[config.mk]
export PLATFORM = sky130hd
export DESIGN_NAME = datapath_ctrl
export DESIGN_NICKNAME = d
export VERILOG_FILES = /design/src/rtl/dp_ctrl_pkg.sv /design/src/rtl/datapath_ctrl.sv
export SDC_FILE = /design/constraint.sdc
export NUM_CORES = 1
export LEC_CHECK = 0
export CORE_ASPECT_RATIO = 1.1
export CORE_MARGIN = 4
export CORE_UTILIZATION = 39
export CTS_CLUSTER_DIAMETER = 30
export DETAILED_ROUTE_END_ITERATION = 16
export PLACE_DENSITY_LB_ADDON = 0.08
export SLEW_MARGIN = 0
export SYNTH_ARGS = -nofsm -noshare
export SYNTH_HDL_FRONTEND = slang
export SYNTH_SLANG_ARGS = --single-unit
[constraint.sdc]
create_clock -name clk -period 1.85 [get_ports clk]
set_input_delay 0.37 -clock clk [delete_from_list [all_inputs] [get_ports clk]]
set_output_delay 0.37 -clock clk [all_outputs]
set_load 0.02 [all_outputs]
[src/rtl/dp_ctrl_pkg.sv]
// Shared types and constants for the datapath sequencer: state/op encodings,
// ALU and shifter op codes, and the entry-state decode for a freshly accepted command.
package dp_ctrl_pkg;

  typedef enum logic [2:0] {
    S_IDLE,
    S_WIMM,
    S_LDA,
    S_LDB,
    S_EXEC,
    S_WB,
    S_ERR
  } state_t;

  typedef enum logic [2:0] {
    OP_MOVI = 3'b000,
    OP_MOV  = 3'b001,
    OP_ADD  = 3'b010,
    OP_CMP  = 3'b011,
    OP_AND  = 3'b100,
    OP_MVN  = 3'b101,
    OP_IL6  = 3'b110,
    OP_IL7  = 3'b111
  } op_t;

  localparam logic [1:0] ALU_ADD = 2'b00;
  localparam logic [1:0] ALU_SUB = 2'b01;
  localparam logic [1:0] ALU_AND = 2'b10;
  localparam logic [1:0] ALU_NOT = 2'b11;

  localparam logic [1:0] SH_NONE = 2'b00;
  localparam logic [1:0] SH_LSL  = 2'b01;
  localparam logic [1:0] SH_LSR  = 2'b10;
  localparam logic [1:0] SH_ASR  = 2'b11;

  // Single-source ops skip the A load; MOVI never touches the read port.
  function automatic state_t first_state(input op_t op);
    case (op)
      OP_MOVI:                first_state = S_WIMM;
      OP_ADD, OP_CMP, OP_AND: first_state = S_LDA;
      OP_MOV, OP_MVN:         first_state = S_LDB;
      default:                first_state = S_ERR;
    endcase
  endfunction

endpackage

[src/rtl/datapath_ctrl.sv]
// Multi-cycle sequencer for the 16-bit regfile/shifter/ALU datapath: accepts one command
// per handshake and drives Moore control lines from state plus latched command fields.
module datapath_ctrl
  import dp_ctrl_pkg::*;
#(
  parameter int DW    = 16,
  parameter int RAW   = 3,
  parameter int IMM_W = 8
) (
  input  logic             clk,
  input  logic             rst,
  input  logic             cmd_valid,
  output logic             cmd_ready,
  input  logic [2:0]       cmd_op,
  input  logic [RAW-1:0]   cmd_rd,
  input  logic [RAW-1:0]   cmd_rn,
  input  logic [RAW-1:0]   cmd_rm,
  input  logic [1:0]       cmd_sh,
  input  logic [IMM_W-1:0] cmd_imm,
  output logic             done,
  output logic             err,
  output logic [DW-1:0]    dp_in,
  output logic             wb_sel,
  output logic             w_en,
  output logic             en_A,
  output logic             en_B,
  output logic             sel_A,
  output logic             sel_B,
  output logic             en_C,
  output logic             en_status,
  output logic [RAW-1:0]   w_addr,
  output logic [RAW-1:0]   r_addr,
  output logic [1:0]       shift_op,
  output logic [1:0]       ALU_op
);

  state_t           state_q, state_d;
  op_t              op_q, op_d;
  logic [RAW-1:0]   rd_q, rd_d;
  logic [RAW-1:0]   rn_q, rn_d;
  logic [RAW-1:0]   rm_q, rm_d;
  logic [1:0]       sh_q, sh_d;
  logic [IMM_W-1:0] imm_q, imm_d;

  always_ff @(posedge clk or posedge rst) begin
    if (rst) begin
      state_q <= S_IDLE;
      op_q    <= OP_MOVI;
      rd_q    <= '0;
      rn_q    <= '0;
      rm_q    <= '0;
      sh_q    <= SH_NONE;
      imm_q   <= '0;
    end else begin
      state_q <= state_d;
      op_q    <= op_d;
      rd_q    <= rd_d;
      rn_q    <= rn_d;
      rm_q    <= rm_d;
      sh_q    <= sh_d;
      imm_q   <= imm_d;
    end
  end

  assign dp_in = {{(DW-IMM_W){imm_q[IMM_W-1]}}, imm_q};

  always_comb begin
    state_d   = state_q;
    op_d      = op_q;
    rd_d      = rd_q;
    rn_d      = rn_q;
    rm_d      = rm_q;
    sh_d      = sh_q;
    imm_d     = imm_q;
    cmd_ready = 1'b0;
    done      = 1'b0;
    err       = 1'b0;
    wb_sel    = 1'b0;
    w_en      = 1'b0;
    en_A      = 1'b0;
    en_B      = 1'b0;
    sel_A     = 1'b0;
    sel_B     = 1'b0;
    en_C      = 1'b0;
    en_status = 1'b0;
    w_addr    = rd_q;
    r_addr    = rn_q;
    shift_op  = sh_q;
    ALU_op    = ALU_ADD;

    unique case (state_q)
      S_IDLE: begin
        cmd_ready = 1'b1;
        if (cmd_valid) begin
          state_d = first_state(op_t'(cmd_op));
          op_d    = op_t'(cmd_op);
          rd_d    = cmd_rd;
          rn_d    = cmd_rn;
          rm_d    = cmd_rm;
          sh_d    = cmd_sh;
          imm_d   = cmd_imm;
        end
      end
      S_WIMM: begin
        wb_sel  = 1'b1;
        w_en    = 1'b1;
        done    = 1'b1;
        state_d = S_IDLE;
      end
      S_LDA: begin
        r_addr  = rn_q;
        en_A    = 1'b1;
        state_d = S_LDB;
      end
      S_LDB: begin
        r_addr  = rm_q;
        en_B    = 1'b1;
        state_d = S_EXEC;
      end
      S_EXEC: begin
        state_d = S_WB;
        case (op_q)
          // MOV forces A to zero so ADD passes the shifted B through.
          OP_MOV: begin
            sel_A = 1'b1;
            en_C  = 1'b1;
          end
          OP_MVN: begin
            ALU_op = ALU_NOT;
            en_C   = 1'b1;
          end
          OP_AND: begin
            ALU_op = ALU_AND;
            en_C   = 1'b1;
          end
          OP_CMP: begin
            ALU_op    = ALU_SUB;
            en_status = 1'b1;
            done      = 1'b1;
            state_d   = S_IDLE;
          end
          default: en_C = 1'b1;
        endcase
      end
      S_WB: begin
        w_en    = 1'b1;
        done    = 1'b1;
        state_d = S_IDLE;
      end
      S_ERR: begin
        done    = 1'b1;
        err     = 1'b1;
        state_d = S_IDLE;
      end
      default: state_d = S_IDLE;
    endcase
  end

endmodule

Word-level counts from Yosys, hierarchy flattened
Cells that the tools add are included.
- equal/unequal tests: 16
- reductions and logical operators: 7
- mux-type cells: 20
- operator list (operator ; number):
    equality test 3 bit, second input constant ; 7
    equality test 3 x 2 -> 1 bit, second input constant ; 5
    2-to-1 mux 1 bit ; 12
    one-hot mux 3 bit (4 select lines) ; 1
    equality test 3 x 1 -> 1 bit, second input constant ; 3
    2-to-1 mux 3 bit ; 3
    one-hot mux 3 bit (3 select lines) ; 1
    zero test 3 bit ; 2
    one-hot mux 2 bit (3 select lines) ; 1
    OR reduction 3 bit ; 2
    OR reduction 2 bit ; 2
    2-to-1 mux 2 bit ; 1
    inequality test 2 bit, second input constant ; 1
    one-hot mux 1 bit (2 select lines) ; 1
    AND reduction 2 bit ; 1
- logic and storage cells: 50
- register bits: 25
- bits of input ports: 25

Depth between registers and ports, before layout
- depth after elaboration: 5
- gate-level depth with buffers: 5
- gate-level depth less buffers: 3

Worst setup path after synthesis
Ideal clock, no wire load.
- path kind: flip-flop to output port
- start: register state_q[1]
- end: output port sel_A
- data arrival time: 1.726 ns
- path buffers: 2
- stages on the path, launching flop included: 5
- required time: 1.480 ns
- path slack: -0.246 ns
- cell sequence: dfrtp_1 buf_2 or3b_1 clkbuf_1 nor4b_1
- word-level cells in the longest chain between the ends: 2
- RTL lines (element ; RTL line ; RTL):
    start: declaration ; datapath_ctrl.sv:37 ; state_t state_q, state_d;
    start signal: assignment ; datapath_ctrl.sv:55 ; state_q <= state_d;
    equality test 3 bit ; datapath_ctrl.sv:91 ; unique case (state_q)
    2-to-1 mux 1 bit ; datapath_ctrl.sv:91 ;
    end: declaration ; datapath_ctrl.sv:27 ; output logic sel_A,
Every way passes these cells.

Worst setup path after layout
- start: register state_q[1]
- end: output port ALU_op[1]
- word-level cells in the longest chain between the ends: 2
- RTL lines (element ; RTL line ; RTL):
    equality test 3 bit ; datapath_ctrl.sv:91 ;
    2-to-1 mux 2 bit ; datapath_ctrl.sv:91 ;
    end: declaration ; datapath_ctrl.sv:34 ; output logic [1:0] ALU_op
Every way passes these cells.

==> results.yml <==
yosys:
  ys_top_cells_by_area: "dfrtp_1 51%, mux2_2 21%, buf_4 6.1%"
  synth_fp_nets: 120
  ys_warn_count: 0
  syn_area_sq_um: 1230
  synth_seq_area_share_pct: 50.9
  synth_most_common_cell: "dfrtp_1"
  ys_ff_latch: 25
  netlist_instances: 95
  ys_top_cells_by_count: "25 x dfrtp_1, 23 x mux2_2, 10 x buf_4, 4 x nor2_1"
  synth_cell_type_count: 27
  synth-edff-count: 0
  synth_top_area_share_pct: 50.9
  syn_area_per_cell_sq_um: 12.9
  async_flop_share_pct: 100
  synth_top_flop_cell: "dfrtp_1"
  synth_top_area_cell: "dfrtp_1"
die:
  die_area_sq_um: 4110
  die_w_um: 61.5
  pin_count: 62
  initial_core_util_pct: 40.3
  rows: 21
  core_sq_um: 3050
  die_h_um: 66.9
routing:
  wirelength_um: 2770
  drt_iter0_drc: 21
  drc: 0
  first_pass_iters: 2
  ant_nets: 0
  wl_per_cell_um: 13.8
  viasPerCell: 4.86
  vias: 971
place:
  dpl.hpwl_um: 2060
  gp_congestion: 0.762
  dpl_cell_area_sq_um: 1870
  io_buffers: 60
timing:
  period_needed_ps: 1990
  post-route-period-util_pct: 107
  grt_setup_unrepaired: "yes"
  final.setup_skew_ps: 5.43
  max_freq_ghz: 0.503
  setup_viol_count_final: 7
  hold_viol_final: 0
  whs_ps: 347
  setup_ws_ps: -137
  drv_slew: 0
worst_setup_path:
  worst_path_max_delay_cell: "or3b_4"
  crit_chain: "or3b_4 > buf_6 > nor3b_2 > buf_4"
  reg2reg_depth: 6
  crit_type: "reg2out"
  cpPeakStageDelay_ps: 440
  crit_required_ps: 1480
  crit_path_end_kind: "output pin"
  worst-endpoint-arrival_ps: 1620
  start_kind: "flip-flop"
  crit_fanout: 6
pwr:
  p_per_area_nw_per_um2: 1750
  p_leak_nw: 0.928
  vdd_drop_max_mv: 1.05
worst_hold_path:
  hp-class: "in2async"
global_routing:
  grt_pass1_wl_um: 4570
  grt_start_max_net_pins: 16
  antenna_found_initial: 0
  first_global_vias: 1028
  grt_overflow: 0
  grt.total_usage_pct: 14.9
clocking:
  clock_tree.root_cell: "clkbuf_4"
  clkTransAtPathRegs_ps: 140
  htreeDepth: 1
  clock_latency_ps: 320
  ctsHoldBuffers: 0
  cts_made_buffers: 3
  cts_sinks: 25
  cts_max_path_buffers: 2
  cts_tree: "built"
outcome:
  violations: "negative setup slack"
  status: "finished, violations left"
final_layout:
  fillers: 248
  final_area_sq_um: 2030
  drive_gt1_share_pct: 45.8
  area_growth_pct: 64.9
  nets: 192
  antenna_cells: 0
run:
  maxCapViolCount: 0
==> what timing repair did <==
action	4_1_cts	5_1_grt
resized for setup	69	26
pin swaps	2	3
endpoints found under the setup margin	24	20
buffers inserted	7	3
==> layout make-up <==
cell class	count	area, sq um	area share [%]
flip-flops and latches	25	628	31.0
well taps	34	42.5	2.10
clock buffers	3	22.5	1.11
multi-input cells	53	537	26.5
inverters	2	7.51	0.371
clock inverters	1	7.51	0.371
repair buffers	82	781	38.5
==> per-stage QoR <==
stage	utilization, %	setup TNS (ps)	worst slack, ps	instances	power, mW
after floorplan	-	0	10.1	95	2.28
after global placement	61.3	-1480	-262	186	3.06
after detailed placement	61.3	-1590	-288	186	3.11
after CTS	64.3	-695	-158	197	3.48
after global routing	66.5	-1200	-206	200	3.79
final	66.5	-659	-137	200	3.54
==> path summary, 6_finish.rpt <==
| path | startpoint | slack [ps] | endpoint |
|---|---|---|---|
| setup / recovery | state_q[1] | -140 | ALU_op[1] |
| hold / removal | rst | 350 | shift_op[0] |
| setup reg to reg | state_q[0] | 60 | imm_q[7] |
| hold reg to reg | rn_q[0] | 510 | rn_q[0] |
| max in group asynchronous | rst | 1050 | op_q[1] |
| min in group clk | rn_q[0] | 510 | rn_q[0] |
==> cells in the final DEF (no fill, tap or decap), types with 2 or more instances in the layout <==
master	instances
inv_1	2
dfrtp_2	2
mux2_1	2
mux2_2	20
nor2b_1	2
nor3b_2	2
nor3_1	2
buf_4	19
dfrtp_1	23
dlymetal6s2s_1	4
nor2_4	2
buf_6	11
nor2_1	2
clkdlybuf4s50_1	41
clkbuf_4	3
mux2_4	3
clkbuf_2	4
==> cells by family (layout without fill, tap and decap cells) <==
kind of cell	after synthesis	count (layout)	share of synthesized area, %
DFF	25	25	50.9
xor gates and xnor gates	1	1	0.713
buffers and inverters	17	88	10.2
other	1	1	0.305
and+or+nand+nor	21	21	12.1
AOI/OAI and AO/OA	5	5	2.85
muxes	25	25	22.9
==> sequential cells by signal, summed over array words and instances (netlist names) <==
signal,cells
shift_op,2
imm_q,8
w_addr,3
op_q,3
state_q,3
rn_q,3
rm_q,3
==> report_power, final <==
part,switching (mW),internal [mW],total [mW]
clock,0.165,0.0824,0.247
sequential,0.174,0.825,1.00
combinational,1.03,1.26,2.29
total,1.37,2.17,3.54
==> worst max-delay path, delay by kind of cell, from the launching register on <==
| kind | cells | cell delay [ps] |
|---|---|---|
| simple gates | 2 | 590 |
| flops | 1 | 420 |
| buf+inv | 2 | 290 |
==> metal layers <==
layer  vias up  share of wire (%)  GRT usage (%)
li1        461                  -              -
met1       473                 38           16.9
met2        35                 52           25.9
met3         2                8.6           4.07
met4         0               0.98           5.57
met5         -                  0              0
Power figures use the tool's default switching activity.
